## config.mk

```make
export PLATFORM = sky130hd
export DESIGN_NAME = bcd_stopwatch_counter
export DESIGN_NICKNAME = d
export VERILOG_FILES = /design/src/rtl/bcd_stopwatch_counter_pkg.sv /design/src/rtl/bcd_stopwatch_counter_key_debounce.sv /design/src/rtl/bcd_stopwatch_counter.sv
export SDC_FILE = /design/constraint.sdc
export NUM_CORES = 1
export LEC_CHECK = 0
export CAP_MARGIN = 10
export CORE_MARGIN = 8
export CORE_UTILIZATION = 58
export DETAILED_ROUTE_END_ITERATION = 12
export PLACE_DENSITY = 0.77
export SYNTH_ARGS = -nofsm -noshare
export SYNTH_HDL_FRONTEND = slang
export SYNTH_SLANG_ARGS = --single-unit
export TNS_END_PERCENT = 100
```

## constraint.sdc

```tcl
create_clock -name clk -period 3 [get_ports clk]
set_clock_uncertainty 0.2 [all_clocks]
set_input_delay 0.75 -clock clk [delete_from_list [all_inputs] [get_ports clk]]
set_output_delay 0.75 -clock clk [all_outputs]
set_load 0.05 [all_outputs]
```

## src/rtl/bcd_stopwatch_counter_pkg.sv

```systemverilog
// Shared types and helpers for the BCD stopwatch: FSM states, digit width and
// the three-digit BCD increment used by the count chain.
package bcd_stopwatch_counter_pkg;

    localparam int unsigned BCD_W = 4;
    localparam logic [BCD_W-1:0] BCD_MAX = 4'd9;

    typedef enum logic [1:0] {
        IDLE   = 2'd0,
        RUN    = 2'd1,
        PAUSED = 2'd2
    } state_e;

    typedef struct packed {
        logic [BCD_W-1:0] d2;
        logic [BCD_W-1:0] d1;
        logic [BCD_W-1:0] d0;
    } bcd_count_t;

    // True when the count is 999, i.e. the next increment wraps.
    function automatic logic bcd_is_max(input bcd_count_t c);
        return (c.d2 == BCD_MAX) && (c.d1 == BCD_MAX) && (c.d0 == BCD_MAX);
    endfunction

    // Ripple +1 through the three digits; 999 rolls over to 000.
    function automatic bcd_count_t bcd_increment(input bcd_count_t c);
        bcd_count_t n;
        n = c;
        if (c.d0 != BCD_MAX) begin
            n.d0 = c.d0 + BCD_W'(1);
        end else begin
            n.d0 = '0;
            if (c.d1 != BCD_MAX) begin
                n.d1 = c.d1 + BCD_W'(1);
            end else begin
                n.d1 = '0;
                if (c.d2 != BCD_MAX) begin
                    n.d2 = c.d2 + BCD_W'(1);
                end else begin
                    n.d2 = '0;
                end
            end
        end
        return n;
    endfunction

endpackage

```

## src/rtl/bcd_stopwatch_counter_key_debounce.sv

```systemverilog
// Raw active-low push-button conditioner: 2-flop synchronizer, stability
// counter, and a one-cycle pulse on each accepted press (debounced 1->0).
module key_debounce #(
    parameter int unsigned DEBOUNCE_CYCLES = 1_000_000
) (
    input  logic clk,
    input  logic rst_n,
    input  logic key_n_i,
    output logic press_o
);

    localparam int unsigned CNT_W = (DEBOUNCE_CYCLES > 1) ? $clog2(DEBOUNCE_CYCLES) : 1;
    localparam logic [CNT_W-1:0] CNT_LAST = CNT_W'(DEBOUNCE_CYCLES - 1);

    logic             sync1_q, sync2_q;
    logic             level_q, level_d;
    logic [CNT_W-1:0] cnt_q, cnt_d;
    logic             press_q, press_d;

    always_ff @(posedge clk or negedge rst_n) begin
        if (!rst_n) begin
            sync1_q <= 1'b1;
            sync2_q <= 1'b1;
            level_q <= 1'b1;
            cnt_q   <= '0;
            press_q <= 1'b0;
        end else begin
            sync1_q <= key_n_i;
            sync2_q <= sync1_q;
            level_q <= level_d;
            cnt_q   <= cnt_d;
            press_q <= press_d;
        end
    end

    // Any cycle where the synchronized level matches the accepted one restarts the count.
    always_comb begin
        level_d = level_q;
        cnt_d   = '0;
        press_d = 1'b0;
        if (sync2_q != level_q) begin
            if (cnt_q == CNT_LAST) begin
                level_d = sync2_q;
                press_d = ~sync2_q;
            end else begin
                cnt_d = cnt_q + CNT_W'(1);
            end
        end
    end

    assign press_o = press_q;

endmodule

```

## src/rtl/bcd_stopwatch_counter.sv

```systemverilog
// Start/stop/clear stopwatch counting 000-999 in BCD at TICK_HZ; feeds the
// HEX0..HEX2 digit decoders.
module bcd_stopwatch_counter
    import bcd_stopwatch_counter_pkg::*;
#(
    parameter int unsigned CLK_HZ          = 50_000_000,
    parameter int unsigned TICK_HZ         = 10,
    parameter int unsigned DEBOUNCE_CYCLES = 1_000_000
) (
    input  logic             clk,
    input  logic             rst_n,
    input  logic             key_start_n,
    input  logic             key_clear_n,
    output logic [BCD_W-1:0] digit0,
    output logic [BCD_W-1:0] digit1,
    output logic [BCD_W-1:0] digit2,
    output logic             running,
    output logic             wrapped
);

    localparam int unsigned PRESC_DIV = CLK_HZ / TICK_HZ;
    localparam int unsigned PRESC_W   = (PRESC_DIV > 1) ? $clog2(PRESC_DIV) : 1;
    localparam logic [PRESC_W-1:0] PRESC_LAST = PRESC_W'(PRESC_DIV - 1);

    logic               start_press;
    logic               clear_press;
    logic               tick_c;
    state_e             state_q, state_d;
    logic [PRESC_W-1:0] presc_q, presc_d;
    bcd_count_t         count_q, count_d;
    logic               wrapped_q, wrapped_d;

    key_debounce #(.DEBOUNCE_CYCLES(DEBOUNCE_CYCLES)) u_start_key (
        .clk     (clk),
        .rst_n   (rst_n),
        .key_n_i (key_start_n),
        .press_o (start_press)
    );

    key_debounce #(.DEBOUNCE_CYCLES(DEBOUNCE_CYCLES)) u_clear_key (
        .clk     (clk),
        .rst_n   (rst_n),
        .key_n_i (key_clear_n),
        .press_o (clear_press)
    );

    always_ff @(posedge clk or negedge rst_n) begin
        if (!rst_n) begin
            state_q   <= IDLE;
            presc_q   <= '0;
            count_q   <= '0;
            wrapped_q <= 1'b0;
        end else begin
            state_q   <= state_d;
            presc_q   <= presc_d;
            count_q   <= count_d;
            wrapped_q <= wrapped_d;
        end
    end

    assign tick_c = (state_q == RUN) && (presc_q == PRESC_LAST);

    // The tick is applied before a same-cycle start press pauses; clear overrides everything.
    always_comb begin
        state_d   = state_q;
        presc_d   = presc_q;
        count_d   = count_q;
        wrapped_d = wrapped_q;
        case (state_q)
            IDLE: begin
                presc_d = '0;
                if (start_press) state_d = RUN;
            end
            RUN: begin
                presc_d = tick_c ? '0 : presc_q + PRESC_W'(1);
                if (tick_c) begin
                    count_d = bcd_increment(count_q);
                    if (bcd_is_max(count_q)) wrapped_d = 1'b1;
                end
                if (start_press) state_d = PAUSED;
            end
            PAUSED: begin
                if (start_press) state_d = RUN;
            end
            default: begin
                state_d = IDLE;
                presc_d = '0;
            end
        endcase
        if (clear_press) begin
            state_d   = IDLE;
            presc_d   = '0;
            count_d   = '0;
            wrapped_d = 1'b0;
        end
    end

    assign digit0  = count_q.d0;
    assign digit1  = count_q.d1;
    assign digit2  = count_q.d2;
    assign running = (state_q == RUN);
    assign wrapped = wrapped_q;

endmodule

```

==> reports/summary.md, run 1 <==
The number of register bits inferred by synthesis was 86; the leakage power was 2.03 nW. The buffer cell driving the clock tree root was sky130_fd_sc_hd__clkbuf_8. The run gives 6050 um as the HPWL after detailed placement. The library cell with the largest summed area after synthesis is sky130_fd_sc_hd__dfrtp_1.

The net count of the mapped netlist was 480. Buffers inserted during clock tree synthesis total 9. The final routed wirelength across all metal layers is 8780 um, and the number of rows in the core area is 32.

Top cell family by delay on the critical path: buffers and inverters. In the final timing run, aggregate negative setup slack is 0 ns. After detailed routing, the number of vias per cell comes to 5.88. After synthesis, the share of flip-flops with an asynchronous set or reset is 100%.

The run gives 622 as the filler cell count in the final layout. The flow ran to the end, and the final reports show no timing, DRC or antenna violations. For the combined area of all synthesized cells, the log shows 4480 um^2. The buffering stage count on the worst path with inverters included is 1. The logs give 10800 um^2 for the total die area and 0 for the post-CTS repair timing setup buffer count. After detailed routing, the average wire length per cell comes to 14.7 um. The congestion estimate from routability-driven global placement came to 0.838. In this run the remaining antenna-violating nets after routing total 0. STA puts the critical path data required time at 2.05 ns. The tools report the initial antenna violation count as 0. The run gives 3372 as the via count of the first global-routing pass.

The startpoint class of the critical path is a flip-flop. Endpoint class of the critical path: an output pin. At the worst endpoint, the arrival time is 1.74 ns.

For this run, the total global-route usage over all layers was measured as 16.9%. The part of the cycle the worst path needs is 89.7%. Setup slack on the worst reg-to-reg path comes out at 0.56 ns. The tools report the net count reported at finish as 502. Setup repair after global routing left no endpoint under its margin. The H-tree was split into 3 levels. The run gives 18 as the number of top-level design ports. Port buffering added 17 buffers. The cell area after layout is 4950 um^2, and the number of warnings reported in the yosys synthesis log is 0. For the achievable clock frequency, the log shows 0.372 GHz.

The first detailed-routing pass ran for 5 iterations. In this run, synthesis inferred 0 flip-flops with an integrated enable. Path type of the worst min-delay path: reg2reg. The commonest cells after synthesis are 80 x sky130_fd_sc_hd__dfrtp_1, 59 x sky130_fd_sc_hd__nor2_1, 44 x sky130_fd_sc_hd__nand2_1, 33 x sky130_fd_sc_hd__nand3_1, 23 x sky130_fd_sc_hd__a31oi_1. Max-slew violation count: 0. The first global-routing pass estimated 15500 um of wire.

The starting DRC count in detailed routing was 137. For this block, the via count after detailed routing is 3506. The share of the synthesized area in the top cell type was 44.7%. The clock transition at the registers of the reported paths came out at 0.09 ns.

The total area inside the core boundary comes to 7610 um^2. Largest stage delay on the critical path: 0.83 ns. The largest fanout on the critical path works out to 2. From left edge to right edge, the die measures 104 um. The post-cts resize count was 0; the total count of hold-check failures in the final report was 0. Yosys attributes the largest share of cell area to sky130_fd_sc_hd__dfrtp_1 45%, sky130_fd_sc_hd__nor2_1 4.9%, sky130_fd_sc_hd__xor2_1 4.3%. The worst max-slew margin expressed relative to the limit came out at 52.4%. Setup violations remaining at the end of the flow were counted as 0.

Clock tree synthesis found a total of 86 sinks. For the number of buffers between clock root and the deepest sink, the log shows 2. The cell count after synthesis was 467.

Across the run, the number of max-cap violations was 0. The logs give 0 for the overall overflow remaining after global route and 48 for the largest net degree at the start of global routing. The worst-case IR drop observed on VDD is 0.000278 V.

In the routed design, unresolved DRC markers number 0. For the finished layout, the period the worst path requires is 2.69 ns. The critical path's slowest cell was sky130_fd_sc_hd__clkdlybuf4s50_1.

The transition at the pin with the smallest max-transition slack is 0.715 ns, and the starting density of the core is 58.9%. The critical path goes through nor2b_1, clkdlybuf4s50_1. The share of cells above drive strength 1 is 9.92%, and the post-cts hold buffer count is 0. The run gives 0.35 ns as the clock latency on the worst-skew pair.

Dividing the synthesized area by the synthesized cell count gives 9.59 um^2. The most common cell in the synthesized netlist is sky130_fd_sc_hd__dfrtp_1. Yosys mapped the design onto 56 distinct sky130hd cell types. Sequential cells were found to cover 48.2% of the synthesized design area. The critical path is of the reg2out type. Height of the die: 104 um.

In this run the cell area measured after placement is 4750 um^2. Dividing total power by cell area gives a power density of 413 nW/um^2. TritonCTS built the clock tree. For the antenna diode count, the log shows 0.

Layout overhead on the synthesized area: 10.6%. In the synthesized netlist the dominant register cell turns out to be sky130_fd_sc_hd__dfrtp_1.
final cells by class:
class / instances / area [um^2] / share of cell area (%)
Timing Repair Buffer: 25 / 228 / 4.60
Clock buffer: 11 / 141 / 2.85
Sequential cell: 86 / 2160 / 43.6
Tap cell: 102 / 128 / 2.58
Inverter: 9 / 33.8 / 0.682
Clock inverter: 5 / 58.8 / 1.19
Multi-Input combinational cell: 358 / 2210 / 44.5
where the power goes:
group          internal (W)  switching, W  leakage (nW)
combinational     0.0000131     0.0000372         0.763
clock              0.000408      0.000409        0.0955
sequential          0.00117    0.00000964          1.18
total               0.00159      0.000456          2.03
sequential cells by signal, indices dropped and copies added (netlist names):
name and flops:
state_q 2, digit1 4, u_clear_key.cnt_q 20, u_start_key.sync2_q 1, presc_q 23, digit0 4
digit2 4, u_start_key.press_o 1, wrapped 1, u_start_key.cnt_q 20, u_clear_key.level_q 1, u_clear_key.sync2_q 1
u_clear_key.sync1_q 1, u_start_key.sync1_q 1, u_clear_key.press_o 1, u_start_key.level_q 1
path summary, 6_finish.rpt:
| kind | startpoint | to | cells after the start |
|---|---|---|---|
| max in group asynchronous | rst_n | u_start_key.level_q$_DFFE_PN1P_ | 2 |
| hold / removal | u_start_key.sync1_q$_DFF_PN1_ | u_start_key.sync2_q$_DFF_PN1_ | 0 |
| setup / recovery | state_q[1]$_DFFE_PN0P_ | running | 2 |
| hold reg to reg | u_start_key.sync1_q$_DFF_PN1_ | u_start_key.sync2_q$_DFF_PN1_ | 0 |
| setup reg to reg | presc_q[0]$_DFFE_PN0P_ | digit0[3]$_DFFE_PN0P_ | 6 |
| min in group asynchronous | rst_n | digit1[2]$_DFFE_PN0P_ | 1 |
layout by cell type (no fill, tap or decap), types with 11 or more instances in the layout:
master	count
sky130_fd_sc_hd__xor2_1	22
sky130_fd_sc_hd__nor3_1	13
sky130_fd_sc_hd__clkdlybuf4s50_1	16
sky130_fd_sc_hd__nand4_1	11
sky130_fd_sc_hd__a21oi_1	17
sky130_fd_sc_hd__a31oi_1	23
sky130_fd_sc_hd__nand3_1	33
sky130_fd_sc_hd__and3_1	12
sky130_fd_sc_hd__nand2_1	44
sky130_fd_sc_hd__dfrtp_1	80
sky130_fd_sc_hd__nor2_1	59
sky130_fd_sc_hd__o21ai_0	16
sky130_fd_sc_hd__xnor2_1	16
cells by family (layout without fill, tap and decap cells):
kind of cell	count (synthesis)	count (layout)	share of synthesized area (%)
AO/OA/AOI/OAI	77	77	10.8
multiplexers	7	7	1.73
adder cells (fa/ha/maj)	9	9	2.51
AND/OR/NAND/NOR	227	227	26.7
flip-flops	86	86	48.2
XOR/XNOR	38	38	7.43
buffers and inverters	23	50	2.65
metal layers:
metal	part of all wire, %	GRT usage, %
met5	0	0
met4	1.1	6.10
met3	4.2	3.97
met2	47	27.1
met1	47	21.7
worst reg2reg max path: cells and delay by family, from the launching register on:
| kind | cells | cell delay, ns |
|---|---|---|
| compound gates | 1 | 0.15 |
| fa+ha+maj | 1 | 0.28 |
| flops | 1 | 0.41 |
| simple gates | 4 | 1.35 |
stage by stage:
stage | instances | worst slack (ns) | power, W | hold slack [ns] | utilization (%)
floorplan | 467 | 0.666 | 0.00122 | 0.145 | -
global placement | 580 | 0.704 | 0.00125 | 0.146 | 62.5
detailed placement | 580 | 0.603 | 0.00125 | 0.147 | 62.5
CTS | 596 | 0.297 | 0.00207 | 0.160 | 65.1
global route | 596 | 0.252 | 0.00212 | 0.162 | 65.1
finish | 596 | 0.309 | 0.00205 | 0.158 | 65.1
(Power assumes the default switching activity.)
==> inputs of run 2 (changes only) <==
Settings changed: PLACE_DENSITY 0.77 to unset, PLACE_DENSITY_LB_ADDON set to 0.25.
==> reports/summary.md, run 2 (same netlist as run 1, synthesis figures left out) <==
The run finished with clean final reports. The first-pass iteration count of the detailed router is 5 (unchanged). The switching fraction of total power came out at 23.3% (+1.0 points). The worst reg2reg path endpoint is digit0[3]$_DFFE_PN0P_. The root buffer cell chosen for the clock tree is sky130_fd_sc_hd__clkbuf_8. The register with the most flip-flops in the final layout is presc_q.

Setup repair after global routing left no endpoint under its margin. The worst flop-to-flop path startpoint is presc_q[0]$_DFFE_PN0P_. The library cells used most frequently in the layout, excluding fill and tap cells, are 80 x sky130_fd_sc_hd__dfrtp_1, 59 x sky130_fd_sc_hd__nor2_1, 44 x sky130_fd_sc_hd__nand2_1.

The path class of the tightest hold or removal check is reg2reg. Overall overflow remaining after global route: 0 (unchanged). The remaining routing DRC violations came out at 0 (unchanged). The height of the die was 104 um (unchanged); the area of the core was 7610 um^2 (unchanged). The weighted congestion reported at the end of routability-driven placement is 0.857 (+2.3%).

The part of the cycle the worst path needs works out to 90.6% (+0.94 points). Final period demand of the worst path: 2.72 ns (+0.0282 ns). The tools report the required time of the critical path as 2.05 ns (about the same). The tools report the sink of the worst hold path as u_start_key.sync2_q$_DFF_PN1_. The post-CTS repair timing setup buffer count came out at 0 (unchanged). The logs give 0.159 ns (+0.000693 ns) for the hold slack and 1.77 ns (+0.03 ns) for the data arrival time at the worst-slack endpoint.

The worst hold path begins at u_start_key.sync1_q$_DFF_PN1_. The average wire per standard cell is 14.2 um (-3.7%). The run gives 10800 um^2 (unchanged) as the total die area. The tools report the starting DRC count in detailed routing as 117 (-15%). The minimum setup slack among reg-to-reg paths was 0.57 ns (about the same); the clock transition at the registers of the reported paths was 0.09 ns (about the same). The run gives 0.598 ns (-0.00561 ns) as the worst setup slack after placement. The uppermost layer routed is met4.

The largest stage delay on the critical path was 0.84 ns (about the same). The logs give 0 (unchanged) for the post-cts hold buffer count and 2 (unchanged) for the number of buffers between clock root and the deepest sink. The routed length on met2 is 4070 um (-2.1%), and the antenna diode count is 0 (unchanged).

TritonCTS built the clock tree. The routed length on met3 was 325 um (-13%). The transition at the pin with the smallest max-transition slack was 0.696 ns (-0.0191 ns); the layout overhead on the synthesized area was 10.6% (about the same). The cell internal power dissipation was 0.00158 W (-0.62%); the worst vdd rail ir drop was 0.000402 V (+45%). The tools report the first-pass GRT wire length as 15000 um (-3.3%).

For the setup TNS after final layout, the log shows 0 ns (unchanged). Filler cell count in the final layout: 633 (+1.8%). The largest fanout on the critical path is 2 (unchanged).

The ratio of routed vias to standard cells works out to 5.79 (-1.5%). The sequential power share came out at 57.2% (-0.4 points). The total power came out at 0.00206 W (+0.70%). Max-slew violation count: 0 (unchanged). The run gives 0 (unchanged) as the number of nets still failing antenna checks after routing.

The run gives 0.000480 W (+5.3%) as the net switching power of the design. Number of buffers created by CTS: 9 (unchanged). The run gives 2.04 nW (+0.27%) as the leakage power. The slowest stage of the critical path is the sky130_fd_sc_hd__clkdlybuf4s50_1 cell. The number of port buffers works out to 17 (unchanged). The worst max-slew margin expressed relative to the limit is 53.2% (+0.85 points). The logs give 0 (unchanged) for the max-capacitance violation count and 8430 um (-4.0%) for the final routed wirelength across all metal layers. The number of setup violations in the final report is 0 (unchanged), and the routed via count is 3441 (-1.9%). The die width works out to 104 um (unchanged).

The startpoint class of the critical path was a flip-flop. The run gives 3960 um (-4.6%) as the met1 wire length. The logs give 0 (unchanged) for the initial antenna violation count and 0 (unchanged) for the post-cts resize count.

The share of cells above drive strength 1 is 9.76% (-0.16 points), and the combinational share of power is 2.4% (about the same). The number of top-level design ports is 18 (unchanged). By startpoint and endpoint, the worst setup path is classified as reg2out. The largest registers in the layout are presc_q (23), u_clear_key.cnt_q (20), u_start_key.cnt_q (20). Number of flip-flops in the largest register: 23 (unchanged). The count of cells along the worst register-to-register path is 6 (unchanged). The tools report the number of rows in the core area as 32 (unchanged). For the via count of the first global-routing pass, the log shows 3392 (+0.59%).

Traced cell by cell, the critical path runs through nor2b_1, clkdlybuf4s50_1. The number of cells on the worst hold path is 0 (unchanged). The run gives 5900 um (-2.5%) as the HPWL after detailed placement. Endpoint class of the critical path: an output pin. The total count of hold-check failures in the final report is 0 (unchanged), and the starting density of the core is 58.9% (unchanged). The largest net degree at the start of global routing is 46 (-4.2%), and the worst-case setup margin in the final layout is 0.281 ns (-0.0282 ns). The tools report the H-tree level count as 3 (unchanged).

The most frequent standard cell in the layout excluding fill and tap cells is sky130_fd_sc_hd__dfrtp_1. The run gives 0.368 GHz (-1.0%) as the achievable clock frequency. The number of clock sinks seen by CTS is 86 (unchanged), and the clock latency on the worst-skew pair is 0.35 ns (about the same).

The logs give 16.5% (-0.38 points) for the total routing resource utilization after global routing and 40.4% (+0.5 points) for the power share of the clock group. The net count reported at finish was 500 (-0.40%); the total power divided by cell area was 416 nW/um^2 (+0.65%).
run 2: routing by layer:
metal  track usage, %  vias to the layer above
met3             4.65                        7
met1             19.8                     1665
li1                 -                     1718
met5                0                        -
met2             27.8                       51
met4             5.48                        0
run 2: layout make-up:
class                           instances  area [um^2]  area share (%)
Clock inverter                          7         81.3            1.64
Clock buffer                            9          124            2.50
Timing Repair Buffer                   23          225            4.54
Sequential cell                        86         2160            43.6
Multi-Input combinational cell        358         2210            44.5
Tap cell                              102          128            2.57
Inverter                                9         33.8           0.681
run 2: how the worst max path moves through the flow:
stage                                 from               endpoint  slack (ns)  cells after the start
floorplan            digit0[0]$_DFFE_PN0P_  digit2[0]$_DFFE_PN0P_        0.67                      6
global placement    state_q[1]$_DFFE_PN0P_                running        0.66                      2
detailed placement  presc_q[0]$_DFFE_PN0P_  digit0[3]$_DFFE_PN0P_        0.60                      6
CTS                 state_q[1]$_DFFE_PN0P_                running        0.25                      2
global route        state_q[1]$_DFFE_PN0P_                running        0.22                      2
finish              state_q[1]$_DFFE_PN0P_                running        0.28                      2
run 2: power groups by stage:
stage / registers, W / clock network (W) / logic [W]
3_3_place_gp: 0.00120 / 0 / 0.0000498
6_report: 0.00118 / 0.000832 / 0.0000492
2_1_floorplan: 0.00120 / 0 / 0.0000172
5_1_grt: 0.00118 / 0.000903 / 0.0000582
3_5_place_dp: 0.00120 / 0 / 0.0000522
4_1_cts: 0.00118 / 0.000865 / 0.0000520
run 2: critical path: cells and delay by family (launching register included):
| kind | cells | cell delay (ns) |
|---|---|---|
| AND/OR/NAND/NOR | 1 | 0.19 |
| buffers and inverters | 1 | 0.84 |
| flip-flops | 1 | 0.39 |
run 2: metrics by stage:
step	area, um^2	instances	util, %
2_1_floorplan	4480	467	-
5_1_grt	4960	594	65.2
3_5_place_dp	4750	578	62.5
3_3_place_gp	4750	578	62.5
6_report	4960	594	65.2
4_1_cts	4960	594	65.2
==> inputs of run 3 (changes only) <==
Settings changed: TNS_END_PERCENT 100 to unset.
==> results of run 3 <==
No change in the layout: final DEF, timing and power equal those of run 2.
